File: src/rtl/layer_sched.sv
// Multi-layer sequencer: walks host-written layer descriptors through weight load,
// bias load and run phases, watching stream handshakes to detect phase completion.
module layer_sched #(
  parameter int N_LAYER = 8,
  parameter int F_NUM   = 16
) (
  input  logic                           clk,
  input  logic                           rst_n,
  input  logic                           cfg_we,
  input  logic [$clog2(N_LAYER)+1:0]     cfg_addr,
  input  logic [31:0]                    cfg_wdata,
  output logic                           cfg_err,
  input  logic [$clog2(N_LAYER):0]       num_layers,
  input  logic                           start,
  input  logic                           abort,
  output logic                           busy,
  output logic                           done,
  output logic [$clog2(N_LAYER)-1:0]     cur_layer,
  input  logic                           src_valid,
  input  logic                           src_ready,
  input  logic                           dst_valid,
  input  logic                           dst_ready,
  input  logic                           dst_last,
  output logic                           wwrite,
  output logic                           bwrite,
  output logic                           run,
  output logic                           backprop,
  output logic                           enbias,
  output logic [11:0]                    ss,
  output logic [3:0]                     id,
  output logic [9:0]                     is,
  output logic [4:0]                     ih,
  output logic [4:0]                     iw,
  output logic [11:0]                    ds,
  output logic [3:0]                     od,
  output logic [9:0]                     os,
  output logic [4:0]                     oh,
  output logic [4:0]                     ow,
  output logic [9:0]                     fs,
  output logic [9:0]                     ks,
  output logic [4:0]                     kh,
  output logic [4:0]                     kw
);

  localparam int AW = $clog2(N_LAYER);
  localparam logic [AW:0] NL_ONE = 1;
  localparam logic [AW:0] NL_MAX = N_LAYER[AW:0];
  localparam logic [11:0] FNUM12 = F_NUM[11:0];

  typedef enum logic [2:0] {S_IDLE, S_WLOAD, S_BLOAD, S_RUN, S_GAP, S_FIN} state_e;

  state_e      state_q;
  state_e      pend_q;
  logic [11:0] cnt_q;
  logic [11:0] wcnt_q;
  logic        enb_q;
  logic        bp_q;
  logic [AW:0] nl_q;

  logic [31:0]   tbl_q [N_LAYER*4];
  logic [31:0]   ld_w [4];
  logic [AW-1:0] ld_layer;
  logic          wr_en;
  logic          beat;
  logic          last_beat;
  logic          is_last;
  logic          ld_en;
  logic          unused_bits;

  assign wr_en     = cfg_we & ~busy;
  assign beat      = src_valid & src_ready;
  assign last_beat = dst_valid & dst_ready & dst_last;
  assign is_last   = ({1'b0, cur_layer} == (nl_q - NL_ONE));
  assign ld_layer  = (state_q == S_IDLE) ? '0 : cur_layer + 1'b1;
  assign ld_en     = ~abort & (((state_q == S_IDLE) & start) |
                               ((state_q == S_RUN) & last_beat & ~is_last));

  always_ff @(posedge clk) begin
    if (wr_en) tbl_q[cfg_addr] <= cfg_wdata;
  end

  // A write landing on the same edge as start must be seen by layer 0, so forward it.
  always_comb begin
    for (int unsigned k = 0; k < 4; k++) begin
      ld_w[k] = tbl_q[{ld_layer, k[1:0]}];
      if (wr_en && (cfg_addr == {ld_layer, k[1:0]})) ld_w[k] = cfg_wdata;
    end
  end

  assign unused_bits = ^{ld_w[1][31:30], ld_w[2][31:30], ld_w[3][29:22]};

  always_ff @(posedge clk or negedge rst_n) begin
    if (!rst_n) begin
      state_q   <= S_IDLE;
      pend_q    <= S_WLOAD;
      cnt_q     <= '0;
      wcnt_q    <= '0;
      enb_q     <= 1'b0;
      bp_q      <= 1'b0;
      nl_q      <= NL_ONE;
      cfg_err   <= 1'b0;
      busy      <= 1'b0;
      done      <= 1'b0;
      cur_layer <= '0;
      wwrite    <= 1'b0;
      bwrite    <= 1'b0;
      run       <= 1'b0;
      backprop  <= 1'b0;
      enbias    <= 1'b0;
      {ss, id, is, ih, iw, ds, od} <= '0;
      {os, oh, ow, fs, ks, kh, kw} <= '0;
    end else begin
      cfg_err <= cfg_we & busy;
      done    <= 1'b0;
      if (ld_en) begin
        cur_layer          <= ld_layer;
        {od, id, ds, ss}   <= ld_w[0];
        {fs, os, is}       <= ld_w[1][29:0];
        {ow, oh, iw, ih, ks} <= ld_w[2][29:0];
        {kw, kh}           <= ld_w[3][9:0];
        wcnt_q             <= ld_w[3][21:10];
        enb_q              <= ld_w[3][31];
        bp_q               <= ld_w[3][30];
      end
      if (abort) begin
        state_q  <= S_IDLE;
        busy     <= 1'b0;
        wwrite   <= 1'b0;
        bwrite   <= 1'b0;
        run      <= 1'b0;
        backprop <= 1'b0;
        enbias   <= 1'b0;
      end else begin
        case (state_q)
          S_IDLE: begin
            if (start) begin
              if (num_layers == '0)        nl_q <= NL_ONE;
              else if (num_layers > NL_MAX) nl_q <= NL_MAX;
              else                          nl_q <= num_layers;
              busy    <= 1'b1;
              pend_q  <= S_WLOAD;
              cnt_q   <= '0;
              state_q <= S_GAP;
            end
          end
          S_GAP: begin
            cnt_q <= '0;
            // Empty phases are skipped here so no extra gap cycle is spent on them.
            if ((pend_q == S_WLOAD) && (wcnt_q != '0)) begin
              wwrite  <= 1'b1;
              state_q <= S_WLOAD;
            end else if ((pend_q != S_RUN) && enb_q) begin
              bwrite  <= 1'b1;
              state_q <= S_BLOAD;
            end else begin
              run      <= 1'b1;
              backprop <= bp_q;
              enbias   <= enb_q;
              state_q  <= S_RUN;
            end
          end
          S_WLOAD: begin
            if (beat) begin
              cnt_q <= cnt_q + 12'd1;
              if ((cnt_q + 12'd1) == wcnt_q) begin
                wwrite  <= 1'b0;
                pend_q  <= S_BLOAD;
                state_q <= S_GAP;
              end
            end
          end
          S_BLOAD: begin
            if (beat) begin
              cnt_q <= cnt_q + 12'd1;
              if ((cnt_q + 12'd1) == FNUM12) begin
                bwrite  <= 1'b0;
                pend_q  <= S_RUN;
                state_q <= S_GAP;
              end
            end
          end
          S_RUN: begin
            if (last_beat) begin
              run      <= 1'b0;
              backprop <= 1'b0;
              enbias   <= 1'b0;
              pend_q   <= S_WLOAD;
              if (is_last) begin
                done    <= 1'b1;
                busy    <= 1'b0;
                state_q <= S_FIN;
              end else begin
                state_q <= S_GAP;
              end
            end
          end
          S_FIN:   state_q <= S_IDLE;
          default: state_q <= S_IDLE;
        endcase
      end
    end
  end

endmodule

File: config.mk
export PLATFORM = sky130hd
export DESIGN_NAME = layer_sched
export DESIGN_NICKNAME = d
export VERILOG_FILES = /design/src/rtl/layer_sched.sv
export SDC_FILE = /design/constraint.sdc
export NUM_CORES = 2
export LEC_CHECK = 0
export BUFFER_PORTS_ARGS = -buffer_cell sky130_fd_sc_hd__clkbuf_2
export CAP_MARGIN = 10
export CORE_MARGIN = 2
export CORE_UTILIZATION = 55
export DETAILED_ROUTE_END_ITERATION = 8
export GPL_TIMING_DRIVEN = 1
export MAX_ROUTING_LAYER = met4
export PLACE_DENSITY = 0.8
export SETUP_SLACK_MARGIN = 0.5
export SLEW_MARGIN = 0
export SYNTH_ARGS = -nofsm -noshare
export SYNTH_HDL_FRONTEND = slang
export SYNTH_SLANG_ARGS = --single-unit
File: constraint.sdc
create_clock -name clk -period 3.4 [get_ports clk]
set_input_delay 0.51 -clock clk [delete_from_list [all_inputs] [get_ports clk]]
set_output_delay 0.51 -clock clk [all_outputs]
set_load 0.02 [all_outputs]
# After elaboration in Yosys (flattened, before gate mapping)
# Memories as Yosys holds them, arrays and structs flattened. A register that Yosys moved wholly into a read port is not among the register bits.
# Index checks and enable logic that the tools add are counted.
# word_totals
regBits	93
latchBits	0
ram_bits	1024
rom_bits	0
in_bits	51
output_inout_bits	113
wordCells	153
memories	1
# mem_list
name	depth	word_bits	rd	rd_ports_with_merged_regs	wr	line	source
tbl_q	32	32	4	2	1	60	logic [31:0] tbl_q [N_LAYER*4];
# op_classes
add_sub_neg	3
mul	0
div_mod_pow	0
magnitude_cmp	1
eq_ne	29
shift	0
mux	61
bitwise	13
reduce_logical	24
# ops
cell	n
$mux 30	2
$mux 3	14
$pmux 12 s3	1
$ne 3x3->1 const B	11
$mux 1	31
$mux 12	2
$reduce_and 4->1	4
$pmux 3 s5	1
$reduce_bool 3->1	5
$add 12x1->12 const B	1
$eq 12x12->1	1
$eq 12x5->1 const B	1
$ne 2x2->1 const B	6
$pmux 1 s2	6
$pmux 3 s4	1
$reduce_bool 12->1	1
$eq 5x5->1	2
$and 1x1->1	9
$mux 4	2
$reduce_and 8->1	1
$eq 3x1->1 const B	2
$eq 3x2->1 const B	2
$reduce_and 6->1	1
$reduce_and 5->1	1
other kinds (17)	23

# Longest topological paths before layout
# logic_depth
word_depth	6
depth_mapped	11
depth_no_buf	9

# Least setup slack after synthesis
# Ideal clock, no wire load.
# synth_path
path_kind	input to register
from	in cfg_we
to	mem tbl_q[20][0], enable pin
t_arrival_ns	2.893
t_required_ns	2.979
setup_slack_ns	0.086
cell_stages	5
path_buffers	2
path_cell_list	nor2b_1 or3b_2 clkbuf_1 clkbuf_1 nor2_1
# synth_between
elab_chain_cells	3
# synth_rtl
item	line	source
start: declaration	9	input logic cfg_we,
$and 1x1->1	70	assign wr_en = cfg_we & ~busy;
$mux 1	79	if (wr_en) tbl_q[cfg_addr] <= cfg_wdata;
$mux 1 (implied by the code)	79	
end: declaration	60	
# Every way passes these cells.

# Worst setup path in the final report
# layout_path
from	reg state_q[0]
to	reg is[5]
# layout_between
elab_chain_cells	5
# layout_rtl
item	line	source
start: declaration	52	state_e state_q;
start signal: assignment	94	state_q <= S_IDLE;
start signal: assignment	126	state_q <= S_IDLE;
start signal: assignment	143	state_q <= S_GAP;
parallel branches: the longest is 5 deep, another holds $mem_v2 32x32	-	
end signal: assignment	118	{fs, os, is} <= ld_w[1][29:0];
end: declaration	31	output logic [9:0] is,
# Parallel ways; which one is timed is not known.
# A chain may end at the register's enable or synchronous reset.

==> reports/metrics.csv <==
metric,value,unit
PortBufs,163,
nets@finish,3272,
Crit path max-delay family,simple AND/OR/NAND/NOR gates,
fmax,356,MHz
power share of the combinational group,28.4,%
Starting Density,55.3,%
global-route wire length before repair,176000,µm
VDD IR max,1120,µV
Power Dens Cells,794,nW/µm²
share of cells above drive strength 1,14.9,%
Worst Max-Slew Pin Slew,1.10,ns
drc violations,0,
vias in the first global route,28700,
Overall Power,0.0389,W
Core ar.,77200,µm²
dpl cell area,45300,µm²
num rows,102,
Sink Count,1076,
gr ovfl total,0,
RSZ-0062 raised after global routing,true,
#FFs+latches synth,1076,
most frequent cells in the layout,"928 x edfxtp_1, 574 x nand2_1, 230 x o221ai_1",
HPWL Detailed,62400,µm
max incr delay on CP,0.61,ns
"Design Area, Final",49000,µm²
pin count of the biggest net entering global routing,131,
Post-synth top flop,edfxtp_1,
Post-synth ARST share,13.8,%
Max-Cap Viols,0,
Final min period,2.81,ns
number of top-level pins,164,
Clock power frac,30.0,%
Worst slew margin,26.7,%
"Slowest-stage cell, CP",or3_1,
synth warn,0,
Fin. Hold Viols,0,
final setup violation count,0,
initial antenna violation count,7,
first drt pass iteration count,6,
worst setup path class,reg2reg,
final hold slack,0.0448,ns
worst-path maximum fanout,39,
root buffer cell,clkbuf_16,
total negative slack,0,ns
drt wl/cell,27.5,µm
Startpoint Class,flip-flop,
Area growth syn-to-layout,14.6,%
Lkg Pwr,16.4,nW
DR vias/cell,6.73,
gr usage total,30.6,%
net count after synthesis,3148,
Internal,0.0255,W
Post-Syn Area,42700,µm²
clk_lat worst skew,0.70,ns
CTS tree,built,
CTS Buf Count,105,
crit path cell chain,"or3_1, and2_4, xnor2_2, nand3_4, buf_16, nor2_4, buf_12, nand2_1, a31oi_1",
Net Sw Frac,34.5,%
"Avg Cell Area, Syn",13.8,µm²
GPL Wtd Cong,0.845,
worst path bufs/invs,2,
post-synthesis cell count,3093,
"commonest non-fill, non-tap cell in the layout",edfxtp_1,
HP Class,in2reg,
Worst Skew,0.0429,ns
post-route ant nets,0,
required time of the critical path,3.96,ns
Crit path arrival time,3.38,ns
Synth cell types,59,
vias post-DR,29300,
Seq pwr share,41.6,%
fin crit share,82.7,%
fin cells,4355,
status,"finished, final reports clean",
H-tree levels,3,
Critical Path Sink Type,flip-flop,
Die Width,283,µm
clock buffer depth,3,
1st-iter DRT viols,4220,
drt total wl,120000,µm
fin. max-slew vios,0,
number of synthesized flops with an enable pin,928,
"Seq/Total Area, Yosys",73.9,%
# fillers,5182,
chip height,283,µm
Psw,0.0134,W
Worst-path clk slew,0.06,ns
die area,79900,µm²
dpl cells,4145,
-- final cells by class --
cell class	count	area, µm²	area share (%)
clock buffer	158	3030	6.18
timing repair buffer	268	2220	4.53
antenna	6	15.0	0.0307
tap	1040	1300	2.66
clock inverter	41	504	1.03
sequential	1076	31600	64.5
multi-input combinational	1745	10200	20.9
inverter	21	78.8	0.161
-- power by group through the flow --
stage               Clock (W)  Combinational, W  Sequential [W]
floorplan                   0           0.00621          0.0167
global placement            0            0.0104          0.0164
detailed placement          0            0.0106          0.0164
CTS                    0.0117            0.0108          0.0161
global route           0.0123            0.0117          0.0162
finish                 0.0117            0.0110          0.0162
-- logic make-up (layout without fill, tap and decap cells) --
family                   count (synthesis)  count (layout)  synth area share, %
multiplexers                            19              19                0.460
flip-flops                            1076            1076                 73.9
XOR/XNOR                                27              27                0.621
buffers and inverters                  273             488                 2.80
AND/OR/NAND/NOR                        930             931                 9.35
AO/OA/AOI/OAI                          764             764                 12.7
other                                    0               6                    0
adder cells (fa/ha/maj)                  4               4                0.117
-- state kept, by name, summed over array words and instances, names as in the netlist, 2 cells and up --
name,flops
tbl_q,928
cnt_q,12
ds,12
ss,12
wcnt_q,12
fs,10
is,10
ks,10
os,10
ih,5
iw,5
kh,5
kw,5
oh,5
ow,5
id,4
nl_q,4
od,4
cur_layer,3
state_q,3
pend_q,2
-- through the flow --
stage,worst slack (ns),util [%]
floorplan,0.0860,-
global placement,0.611,58.7
detailed placement,0.494,58.7
CTS,0.566,63.4
global route,0.494,63.4
finish,0.587,63.4
-- cell usage after synthesis, types with 3 or more instances --
master | number | share of area, %
buf_1 | 8 | 0.070
nor2b_1 | 3 | 0.044
inv_1 | 21 | 0.18
xnor2_1 | 13 | 0.27
edfxtp_1 | 928 | 65
or3b_2 | 4 | 0.082
mux2i_1 | 14 | 0.33
nand2b_1 | 8 | 0.12
o21ai_1 | 13 | 0.15
o22ai_1 | 109 | 1.6
clkbuf_1 | 153 | 1.3
dfrtp_1 | 146 | 8.6
o221ai_1 | 230 | 4.7
a21oi_1 | 127 | 1.5
a211oi_1 | 6 | 0.11
buf_6 | 8 | 0.21
nand3_1 | 12 | 0.14
o21ai_0 | 30 | 0.35
o21a_1 | 3 | 0.053
nor4_1 | 6 | 0.088
nand3b_1 | 8 | 0.14
a31oi_1 | 128 | 1.9
and3_1 | 107 | 1.6
o31ai_1 | 4 | 0.070
nand2_1 | 576 | 5.1
buf_2 | 79 | 0.93
mux2_2 | 5 | 0.13
nor3_1 | 22 | 0.26
xor2_1 | 11 | 0.23
nor2_1 | 161 | 1.4
and2_1 | 4 | 0.059
ha_1 | 4 | 0.12
a311oi_1 | 103 | 2.1
buf_4 | 3 | 0.053
nand4_1 | 4 | 0.059
-- repair_timing --
| item | 4_1_cts | 5_1_grt |
|---|---|---|
| pin swaps | 1 | 0 |
| gates resized for setup | 2 | 3 |
| gates cloned | 1 | 1 |
| endpoints found under the hold margin | 69 | 0 |
| endpoints found under the setup margin | 7 | 31 |
| hold buffers | 1 | 0 |
| setup buffers | 2 | 0 |
-- worst paths after layout --
check                              start  endpoint  slack [ns]  depth (start not counted)
max reg2reg                   state_q[0]     is[5]        0.59                          9
max                           state_q[0]     is[5]        0.59                          9
min                        num_layers[3]   nl_q[0]        0.04                          2
max in group asynchronous          rst_n   nl_q[0]        1.97                          3
min in group asynchronous          rst_n     iw[3]        0.49                          2
min reg2reg                      nl_q[0]   nl_q[0]        0.51                          2
-- metal layers --
layer	wire length, µm	GRT usage (%)
met3	14700	6.33
met2	57700	48.3
met4	4780	12.3
met1	42400	39.2
met5	0	-
Note: power is estimated with default switching activity, not from simulation.
